### src/rtl/pipe_stage_skid.sv
// Inter-stage pipeline register with a 2-entry skid, registered in_ready, flush, and bubble-zeroed control.
// Optional perf counters (stall_cnt, bubble_cnt) are present only when PIPE_PERF_CNT_EN is defined.
module pipe_stage_skid #(
    parameter int DATA_W = 166,
    parameter int CTRL_W = 10
`ifdef PIPE_PERF_CNT_EN
    ,
    parameter int CNT_W  = 16
`endif
) (
    input  logic              clk,
    input  logic              rst,
    input  logic              flush,
    input  logic              in_valid,
    output logic              in_ready,
    input  logic [DATA_W-1:0] in_data,
    input  logic [CTRL_W-1:0] in_ctrl,
    output logic              out_valid,
    input  logic              out_ready,
    output logic [DATA_W-1:0] out_data,
    output logic [CTRL_W-1:0] out_ctrl
`ifdef PIPE_PERF_CNT_EN
    ,
    output logic [CNT_W-1:0]  stall_cnt,
    output logic [CNT_W-1:0]  bubble_cnt
`endif
);

    typedef enum logic [1:0] {
        S_EMPTY = 2'd0,
        S_BUSY  = 2'd1,
        S_FULL  = 2'd2
    } state_t;

    state_t              r_state;
    state_t              w_state_nxt;
    logic                r_in_ready;
    logic [DATA_W-1:0]   r_main_data;
    logic [CTRL_W-1:0]   r_main_ctrl;
    logic [DATA_W-1:0]   r_skid_data;
    logic [CTRL_W-1:0]   r_skid_ctrl;

    logic                w_push;
    logic                w_pop;
    logic                w_out_valid;
    logic                w_load_main_in;
    logic                w_load_main_skid;
    logic                w_load_skid;

    assign w_out_valid = (r_state != S_EMPTY);
    assign w_push      = in_valid & r_in_ready;
    assign w_pop       = w_out_valid & out_ready;

    always_comb begin
        w_state_nxt      = r_state;
        w_load_main_in   = 1'b0;
        w_load_main_skid = 1'b0;
        w_load_skid      = 1'b0;
        case (r_state)
            S_EMPTY: begin
                if (w_push) begin
                    w_state_nxt    = S_BUSY;
                    w_load_main_in = 1'b1;
                end
            end
            S_BUSY: begin
                if (w_push && !w_pop) begin
                    w_state_nxt = S_FULL;
                    w_load_skid = 1'b1;
                end else if (w_push && w_pop) begin
                    w_load_main_in = 1'b1;
                end else if (w_pop) begin
                    w_state_nxt = S_EMPTY;
                end
            end
            S_FULL: begin
                if (w_pop) begin
                    w_state_nxt      = S_BUSY;
                    w_load_main_skid = 1'b1;
                end
            end
            default: w_state_nxt = S_EMPTY;
        endcase
    end

    // Flush kills both entries and zeroes their control; payload regs may keep stale data.
    always_ff @(posedge clk) begin
        if (rst) begin
            r_state     <= S_EMPTY;
            r_in_ready  <= 1'b1;
            r_main_data <= '0;
            r_main_ctrl <= '0;
            r_skid_data <= '0;
            r_skid_ctrl <= '0;
        end else if (flush) begin
            r_state     <= S_EMPTY;
            r_in_ready  <= 1'b1;
            r_main_ctrl <= '0;
            r_skid_ctrl <= '0;
        end else begin
            r_state    <= w_state_nxt;
            r_in_ready <= (w_state_nxt != S_FULL);
            if (w_load_main_in) begin
                r_main_data <= in_data;
                r_main_ctrl <= in_ctrl;
            end else if (w_load_main_skid) begin
                r_main_data <= r_skid_data;
                r_main_ctrl <= r_skid_ctrl;
            end
            if (w_load_skid) begin
                r_skid_data <= in_data;
                r_skid_ctrl <= in_ctrl;
            end
        end
    end

    assign in_ready  = r_in_ready;
    assign out_valid = w_out_valid;
    assign out_data  = r_main_data;
    assign out_ctrl  = w_out_valid ? r_main_ctrl : '0;

`ifdef PIPE_PERF_CNT_EN
    localparam logic [CNT_W-1:0] CNT_ONE = {{(CNT_W-1){1'b0}}, 1'b1};

    logic [CNT_W-1:0] r_stall_cnt;
    logic [CNT_W-1:0] r_bubble_cnt;

    // Saturating counters; flush deliberately leaves them alone.
    always_ff @(posedge clk) begin
        if (rst) begin
            r_stall_cnt  <= '0;
            r_bubble_cnt <= '0;
        end else begin
            if (w_out_valid && !out_ready && (r_stall_cnt != '1)) begin
                r_stall_cnt <= r_stall_cnt + CNT_ONE;
            end
            if (!w_out_valid && (r_bubble_cnt != '1)) begin
                r_bubble_cnt <= r_bubble_cnt + CNT_ONE;
            end
        end
    end

    assign stall_cnt  = r_stall_cnt;
    assign bubble_cnt = r_bubble_cnt;
`endif

endmodule

### config.mk
export PLATFORM = sky130hd
export DESIGN_NAME = pipe_stage_skid
export DESIGN_NICKNAME = d
export VERILOG_FILES = /design/src/rtl/pipe_stage_skid.sv
export SDC_FILE = /design/constraint.sdc
export NUM_CORES = 1
export LEC_CHECK = 0
export ABC_CLOCK_PERIOD_IN_PS = 1900
export BUFFER_PORTS_ARGS = -buffer_cell sky130_fd_sc_hd__clkbuf_2
export CORE_MARGIN = 2
export CORE_UTILIZATION = 30
export DETAILED_ROUTE_END_ITERATION = 12
export MAX_ROUTING_LAYER = met4
export SYNTH_ARGS = -nofsm -noshare
export SYNTH_HDL_FRONTEND = slang
export SYNTH_SLANG_ARGS = --single-unit
### constraint.sdc
create_clock -name clk -period 1.9 [get_ports clk]
set_input_delay 0.38 -clock clk [delete_from_list [all_inputs] [get_ports clk]]
set_output_delay 0.38 -clock clk [all_outputs]
set_load 0.05 [all_outputs]
==> Word level (Yosys, flattened, before mapping) <==
Cells that the tools add are included.
{ "word_totals": {"regBits": 355} }
{ "op_classes": {"n_reduce_logical": 9, "n_bitwise": 3, "eq_ne": 3, "muxes": 19} }
{ "ops": {"columns": ["cell", "count"], "rows": [
  ["166-bit 2-to-1 mux", 2],
  ["10-bit 2-to-1 mux", 3],
  ["2-bit 2-to-1 mux", 5],
  ["1-bit 2-to-1 mux", 7],
  ["2-bit case mux with 3 select lines", 1],
  ["2-bit AND reduction", 2],
  ["2-bit nonzero test", 2],
  ["1-bit bitwise AND", 2],
  ["2-bit by 1-bit == test with 1-bit output (second input constant)", 1],
  ["2-bit == test (second input constant)", 1],
  ["1-bit logical AND", 2],
  ["2-bit logical NOT", 1],
  ["2-bit != test (second input constant)", 1],
  ["1-bit case mux with 2 select lines", 1],
  ["2-bit OR reduction", 1],
  ["1-bit logical NOT", 1],
  ["1-bit NOT", 1]
]} }

==> Depth between registers and ports, before layout <==
Gate-level depths: netlist of the first run.
{ "depth": {"word_depth": 8, "depth_mapped": 8, "ltp_nobuf": 4} }

==> Least setup slack after synthesis of the first run <==
No wires, ideal clock.
{ "synth_timing": {"kind": "reg-to-reg", "from": "register r_in_ready (netlist: in_ready)", "to": "register r_main_data[100] (netlist: out_data[100])", "setup_time_ns": 0.139, "required_ns": 1.761, "path_slack_ns": 0.045, "path_stages_with_launch": 8, "t_arrival_ns": 1.716, "synth_period_minus_slack_ns": 1.855, "cell_sequence": "dfxtp_1 -> and3b_1 -> clkbuf_1 -> nand2_1 -> buf_4 -> buf_2 -> a21oi_1 -> a221oi_1"} }
{ "synth_between": {"elab_chain_len": 7} }
{ "synth_lines": {"columns": ["element", "line", "rtl"], "rows": [
  ["start, declared", "37", "logic r_in_ready;"],
  ["start signal, assigned", "102", "r_in_ready <= (w_state_nxt != S_FULL);"],
  ["1-bit bitwise AND *", "51", "assign w_push = in_valid & r_in_ready;"],
  ["1-bit logical AND", "70", "end else if (w_push && w_pop) begin"],
  ["1-bit 2-to-1 mux", "70", null],
  ["1-bit 2-to-1 mux", "67", "if (w_push && !w_pop) begin"],
  ["1-bit case mux with 2 select lines *", "59", "case (r_state)"],
  ["2-bit nonzero test (no line)", null, null],
  ["2-bit AND reduction (no line)", null, null],
  ["end signal, assigned", "104", "r_main_data <= in_data;"],
  ["end signal, assigned", "107", "r_main_data <= r_skid_data;"],
  ["end, declared", "38", "logic [DATA_W-1:0] r_main_data;"]
]} }
Every way passes the cells marked *; elsewhere a longest branch is shown, timed or not.
A chain may end at the register's enable or synchronous reset.

==> Final worst setup path of the first run <==
{ "layout_timing": {"from": "register r_state[0]", "to": "output port out_ctrl[5]"} }
{ "layout_between": {"elab_chain_len": 2} }
{ "layout_lines": {"columns": ["element", "line", "rtl"], "rows": [
  ["start, declared", "35", "state_t r_state;"],
  ["start signal, assigned", "101", "r_state <= w_state_nxt;"],
  ["2-bit nonzero test", "50", "assign w_out_valid = (r_state != S_EMPTY);"],
  ["10-bit 2-to-1 mux", "120", "assign out_ctrl = w_out_valid ? r_main_ctrl : '0;"],
  ["end, declared", "21", "output logic [CTRL_W-1:0] out_ctrl"]
]} }
Every way passes these cells.

==> summary.txt, run 1 <==
Logic synthesis
  – Number of enable flip-flop cells after synthesis: 0
  – Post-synth top area cell: dfxtp_1
  – Post-synth ARST share: 0%
  – Cells after Synth: 1,779
  – Mapped Area: 0.0140 mm^2
  – Flops & latches, synth: 355
  – Main synth FF type: dfxtp_1
  – Syn avg cell area: 7.86 um^2
  – Most common cell in the netlist: nand2_1
  – Sequential area share after synthesis: 50.8%
  – Most instantiated cells after synthesis: nand2_1, dfxtp_1, a21oi_1, inv_1, a221oi_1
  – Unique masters post-synth: 28
  – Number of warnings issued by yosys: 0
  – Syn nets: 1,960
  – Synth top area share: 50.8%
  – Synth top area cells: dfxtp_1, nand2_1, a21oi_1

Timing
  – Worst-Margin Slew: 0.909 ns
  – Achievable Freq: 546 MHz
  – Post-route setup slack: 0.0692 ns
  – Final Max Tran Viols: 0
  – RSZ-0062 raised after global routing: no
  – Final hold violation count: 0
  – Max_slew headroom: 39.0%
  – Clk_skew: 0.00820 ns
  – Final worst path period need: 1.83 ns
  – Final period util: 96.4%
  – Final setup fails: 0

Global route
  – GRT Util Overall: 17.3%
  – Vias in the first global route: 12,400
  – Pin count of the biggest net entering global routing: 95
  – First-pass GRT wire length: 65,500 um
  – Initial antenna violation count: 3
  – Grt total ovfl: 0

Placement
  – Placer Congestion: 0.827
  – Cells after DPL: 2,644
  – IO Port Bufs: 358
  – Post-Place Worst Slack: -0.0138 ns
  – Hpwl dp: 27,900 um

Clock tree
  – H-tree levels: 2
  – Clock buffer depth: 3
  – Clock Latency Late Sink: 0.54 ns
  – CTS Hold Bufs: 0
  – Root Driver: clkbuf_16
  – CTS tree: yes
  – CTS Sinks: 355
  – CTS buffer count: 39
  – Clock transition at path regs: 0.06 ns

Critical path
  – Largest delay share family, worst path: flip-flops
  – Largest stage delay, worst path: 0.39 ns
  – Setup crit start: r_state[0]
  – Req. time, crit path: 1.52 ns
  – Worst path bufs/invs: 1
  – Slowest CP cell: dfxtp_4
  – Crit path kind: flop to primary output
  – Crit path DAT: 1.45 ns
  – Startpoint types: flop
  – Critical Path End Type: primary output
  – CP Cell Sequence: nor2_4 > nor2b_1 > clkbuf_4
  – Reg2reg start: r_state[1]
  – CP Max Fanout: 9

Cells and area
  – Fill count: 4,797
  – Multi-input gate area: 0.00562 mm^2
  – Layout cells sized above 1: 23.1%
  – Synth-to-Final Area Change: 29.5%
  – Nets: 2,260
  – Sequential cell area: 0.00711 mm^2
  – Final Non-Filler Cells: 2,715

Pwr
  – Clk pwr share: 42.9%
  – Psw: 5.15 mW
  – Register share of total power: 42.5%
  – Switching Share: 27.7%
  – Static leakage: 7.35 nW
  – Maximum vdd drop: 0.817 mV
  – Cell Pwr Density: 1030 mW/mm^2
  – Int Pwr: 13.4 mW
  – Comb pwr share: 14.6%

Outcome
  – Status: complete, no violations

Drt
  – Post-Route WL: 42,700 um
  – Routed WL per cell: 15.7 um
  – DRC violations left: 0
  – Vias: 13,500
  – Drt pass-1 iters: 5
  – Drt first-iter violations: 1,026
  – Antenna-violating nets left: 0
  – DR vias/cell: 4.96

Hold path
  – Hold Path Class: input port to flop
  – Worst Min Path Start: in_data[135]

Floorplanning
  – Die Ht: 220 um
  – Die area: 0.0484 mm^2
  – Core Area: 0.0463 mm^2
  – FP Rows: 79
  – Initial core utilization: 30.2%
  – I/O pin cnt: 359
  – Die W: 220 um

Run
  – Max cap viols: 0
[power by group through the flow]
stage / sequential (mW) / combinational [mW] / clock (mW)
after global routing: 7.93 / 2.92 / 8.46
after floorplan: 8.90 / 0.927 / 0
after global placement: 8.05 / 2.69 / 0
final: 7.90 / 2.72 / 7.97
after CTS: 7.90 / 2.73 / 8.22
after detailed placement: 8.06 / 2.72 / 0
[routing by layer]
layer / GRT usage, % / up-vias / routed length, um
met4: 7.92 / 0 / 1540
met1: 21.6 / 6324 / 18100
met3: 3.77 / 87 / 3180
li1: - / 6583 / -
met5: - / - / 0
met2: 26.8 / 477 / 19800
[state kept, by name, indices dropped and copies added (netlist names)]
signal       count
out_data       166
in_ready         1
r_main_ctrl     10
r_skid_ctrl     10
r_state          2
r_skid_data    166
[worst min-delay path, stage by stage]
cell,delay (ns)
clkbuf_2,0.09
nand2_1,0.05
a21oi_1,0.05
[metrics by stage]
| step | instance area [um^2] | setup TNS (ns) | utilization (%) | power, mW | hold slack [ns] |
|---|---|---|---|---|---|
| 5_1_grt | 18100 | 0 | 39.2 | 19.3 | 0.0480 |
| 2_1_floorplan | 14000 | 0 | - | 9.83 | 0.437 |
| 6_report | 18100 | 0 | 39.2 | 18.6 | 0.0689 |
| 4_1_cts | 18100 | 0 | 39.1 | 18.8 | 0.0266 |
| 3_5_place_dp | 16700 | -0.0356 | 36.1 | 10.8 | 0.447 |
| 3_3_place_gp | 16700 | 0 | 36.1 | 10.7 | 0.441 |
[cells in the final DEF, fill, tap and decap left out, types with 2 or more instances in the layout]
master     count
nand2b_1       2
nor2b_1       11
inv_1        167
clkbuf_4       5
a21oi_1      352
clkbuf_1       4
clkbuf_2     348
nor2_1        13
a221oi_1     165
clkbuf_8      13
nand3b_1       2
diode_2        4
buf_12        32
a211oi_1      11
clkinv_2       4
dfxtp_4        2
bufinv_16      4
nand2_1      528
clkbuf_16     41
dfxtp_1      353
buf_4         24
nor2_4         3
[cell families after synthesis]
family	share of synthesized area, %
compound gates	23.9
simple gates	15.9
buf+inv	9.34
mux	0.0716
flops	50.8
[layout make-up]
class | count | area share (%)
clock buffer | 57 | 6.66
clock inverter | 9 | 0.815
inverter | 167 | 3.46
timing repair buffer | 412 | 14.5
sequential | 355 | 39.3
multi-input combinational | 1104 | 31.0
tap | 607 | 4.19
antenna | 4 | 0.0553
[worst paths after layout]
| kind | end | slack [ns] | cells after the start |
|---|---|---|---|
| worst max-delay path | out_ctrl[5] | 0.07 | 3 |
| worst min-delay path | r_skid_data[135] | 0.07 | 3 |
| worst max register to register | r_main_ctrl[1] | 0.12 | 4 |
| worst min register to register | r_skid_data[135] | 0.45 | 2 |
[timing repair]
item,in CTS,in global routing
resized for setup,14,9
gates cloned,1,0
endpoints found under the setup margin,11,6
pin swaps,1,0
buffers inserted,0,0
Note: power is estimated with default switching activity, not from simulation.
==> run 2, diff against run 1 <==
- BUFFER_PORTS_ARGS: -buffer_cell sky130_fd_sc_hd__clkbuf_2 -> not set
- CORE_UTILIZATION: 30 -> 55
- DONT_BUFFER_PORTS: not set -> 1
- PLACE_DENSITY: not set -> 0.7
==> run 2 against run 1 <==
Against the previous run: the flow now finishes with violations (hold timing); highest routed layer unchanged; first-iteration DRC count is 2.6% higher; cell area is 11% lower; hold slack worse by 0.11 ns.
==> summary.txt, run 2 (synthesis gave the netlist of run 1 again) <==
Timing
  – Final period util: 96.3% (about the same)
  – Achievable Freq: 546 MHz (about the same)
  – TNS Setup: 0 ns (unchanged)
  – Post-route setup slack: 0.0701 ns (+0.000944 ns)
  – Worst-Margin Slew: 0.733 ns (-0.176 ns)
  – Final Max Tran Viols: 0 (unchanged)
  – Fin Hold WS: -0.0416 ns (-0.111 ns)
  – RSZ-0062 raised after global routing: no
  – Final hold violation count: 3 (+3)
  – Max_slew headroom: 51.1% (+12 points)
  – Clk_skew: 0.00971 ns (+0.00152 ns)
  – Final setup fails: 0 (unchanged)
  – Final worst path period need: 1.83 ns (-0.000944 ns)

Global route
  – Grt total ovfl: 0 (unchanged)
  – Met3 Track Usage GR: 7.47% (+3.7 points)
  – Met2 Track Usage GR: 41.6% (+15 points)
  – Met1 Use GR: 33.3% (+12 points)
  – GRT Util Overall: 27.0% (+9.7 points)
  – Global route hottest layer: met2
  – Pin count of the biggest net entering global routing: 334 (+250%)
  – Initial antenna violation count: 0 (-3)
  – Vias in the first global route: 11,400 (-8.6%)
  – First-pass GRT wire length: 58,000 um (-11%)

Clock tree
  – Clock buffer depth: 3 (unchanged)
  – Clock Latency Late Sink: 0.50 ns (-0.04 ns)
  – CTS Sinks: 355 (unchanged)
  – Root Driver: clkbuf_16
  – H-tree levels: 2 (unchanged)
  – Clock transition at path regs: 0.06 ns (about the same)
  – CTS tree: yes
  – CTS buffer count: 37 (-5.1%)

Critical path
  – Largest stage delay, worst path: 0.40 ns (about the same)
  – Critical Path End Type: flop
  – Crit path kind: flop to flop
  – Crit path DAT: 2.21 ns (+0.76 ns)
  – Setup crit end: out_data[76]
  – Startpoint types: flop
  – CP Max Fanout: 18 (+9)
  – Worst path bufs/invs: 2 (+1)
  – CP Cell Sequence: and4bb_1 > a31oi_4 > buf_12 > buf_4 > a21oi_1 > a221oi_1
  – Reg2reg start: r_state[0]
  – WP depth: 6 (+3)
  – Req. time, crit path: 2.28 ns (+0.76 ns)
  – Worst R2R Path Depth: 6 (+2)
  – FF-to-FF End: out_data[76]
  – Setup crit start: r_state[0]
  – Slowest CP cell: dfxtp_2
  – Worst R2R Setup Slack: 0.07 ns (-0.05 ns)
  – Largest delay share family, worst path: compound AO/OA/AOI/OAI gates

Floorplanning
  – Die W: 163 um (-26%)
  – Die Ht: 163 um (-26%)
  – Initial core utilization: 55.9% (+26 points)
  – I/O pin cnt: 359 (unchanged)
  – Die area: 0.0267 mm^2 (-45%)
  – FP Rows: 58 (-27%)
  – Core Area: 0.0250 mm^2 (-46%)

Run
  – Max cap viols: 0 (unchanged)

Placement
  – Placer Congestion: 0.804 (-2.8%)
  – Post-Place Worst Slack: -0.0245 ns (-0.0107 ns)
  – Hpwl dp: 22,500 um (-20%)
  – IO Port Bufs: 0 (-100%)

Drt
  – Post-Route WL: 37,400 um (-12%)
  – Drt pass-1 iters: 6 (+1)
  – Routed WL per cell: 17.7 um (+13%)
  – DRC violations left: 0 (unchanged)
  – Drt first-iter violations: 1,053 (+2.6%)
  – DR vias/cell: 5.82 (+17%)
  – Antenna-violating nets left: 0 (unchanged)
  – Vias: 12,300 (-8.7%)

Cells and area
  – Fill count: 2,156 (-55%)
  – Diodes inserted: 0 (-4)
  – Commonest non-fill, non-tap cell in the layout: nand2_1
  – Layout cells sized above 1: 6.44% (-17 points)
  – Commonest non-fill, non-tap cells in the layout: nand2_1, dfxtp_1, a21oi_1
  – Nets: 1,945 (-14%)
  – Synth-to-Final Area Change: 15.1%
  – Post-Route Utilization: 64.3% (+25 points)

Pwr
  – Maximum vdd drop: 1.07 mV (+31%)
  – Cell Pwr Density: 1060 mW/mm^2 (+3.5%)
  – Static leakage: 5.85 nW (-20%)

Outcome
  – Failing checks: hold timing
  – Status: finished with violations

Hold path
  – Hold Path Class: input port to flop
  – Worst Hold Depth: 1 (-2)
run 2: changes by cell type in the layout (fill, tap and decap cells not counted), moves of 2 or more:
cell / before / now
buf_4: 24 / 30
a221oi_2: 0 / 2
dfxtp_2: 0 / 2
clkbuf_16: 41 / 37
clkbuf_8: 13 / 6
diode_2: 4 / 0
clkbuf_1: 4 / 12
clkinv_2: 4 / 1
dlygate4sd3_1: 0 / 46
buf_12: 32 / 24
clkbuf_4: 5 / 0
a221oi_1: 165 / 163
dfxtp_4: 2 / 0
clkbuf_2: 348 / 0
run 2: worst min path at each step:
stage / slack (ns) / from / to
after floorplan: 0.44 / r_skid_ctrl[0] / r_skid_ctrl[0]
after global placement: 0.44 / r_skid_data[154] / r_skid_data[154]
after detailed placement: 0.44 / r_skid_data[150] / r_skid_data[150]
after CTS: -0.05 / rst / r_skid_data[153]
after global routing: -0.06 / rst / r_skid_data[1]
final: -0.04 / rst / r_skid_data[163]
run 2: layer usage:
layer / vias to the layer above / part of all wire [%]
met5: - / 0
met4: 0 / 4.6
met3: 113 / 9.1
met2: 453 / 46
met1: 5798 / 40
li1: 5941 / -
run 2: metrics by stage:
stage / power (mW) / cell area (um^2) / instances
final: 17.1 / 16100 / 2116
after global routing: 17.7 / 16100 / 2116
after CTS: 17.2 / 16000 / 2109
after detailed placement: 10.1 / 14400 / 2009
after global placement: 10.1 / 14400 / 2009
after floorplan: 9.83 / 14000 / 1779
run 2: where the power goes:
group	internal [mW]	total, mW	switching [mW]
clock network	4.23	7.04	2.81
registers	7.74	8.84	1.10
logic	0.524	1.22	0.698
total	12.5	17.1	4.60
run 2: final cells by class:
| cell class | instances | area, um^2 | area share (%) |
|---|---|---|---|
| Clock buffer | 55 | 1050 | 6.54 |
| Clock inverter | 6 | 114 | 0.707 |
| Inverter | 167 | 627 | 3.89 |
| Multi-Input combinational cell | 1103 | 5620 | 34.9 |
| Sequential cell | 355 | 7110 | 44.2 |
| Tap cell | 330 | 413 | 2.56 |
| Timing Repair Buffer | 100 | 1170 | 7.24 |
run 2: repair_timing:
item | in CTS | in global routing
endpoints found under the setup margin | 14 | 97
gates resized for setup | 4 | 3
endpoints found under the hold margin | 214 | 91
pin swaps | 0 | 1
hold buffers | 39 | 7
setup buffers | 0 | 0
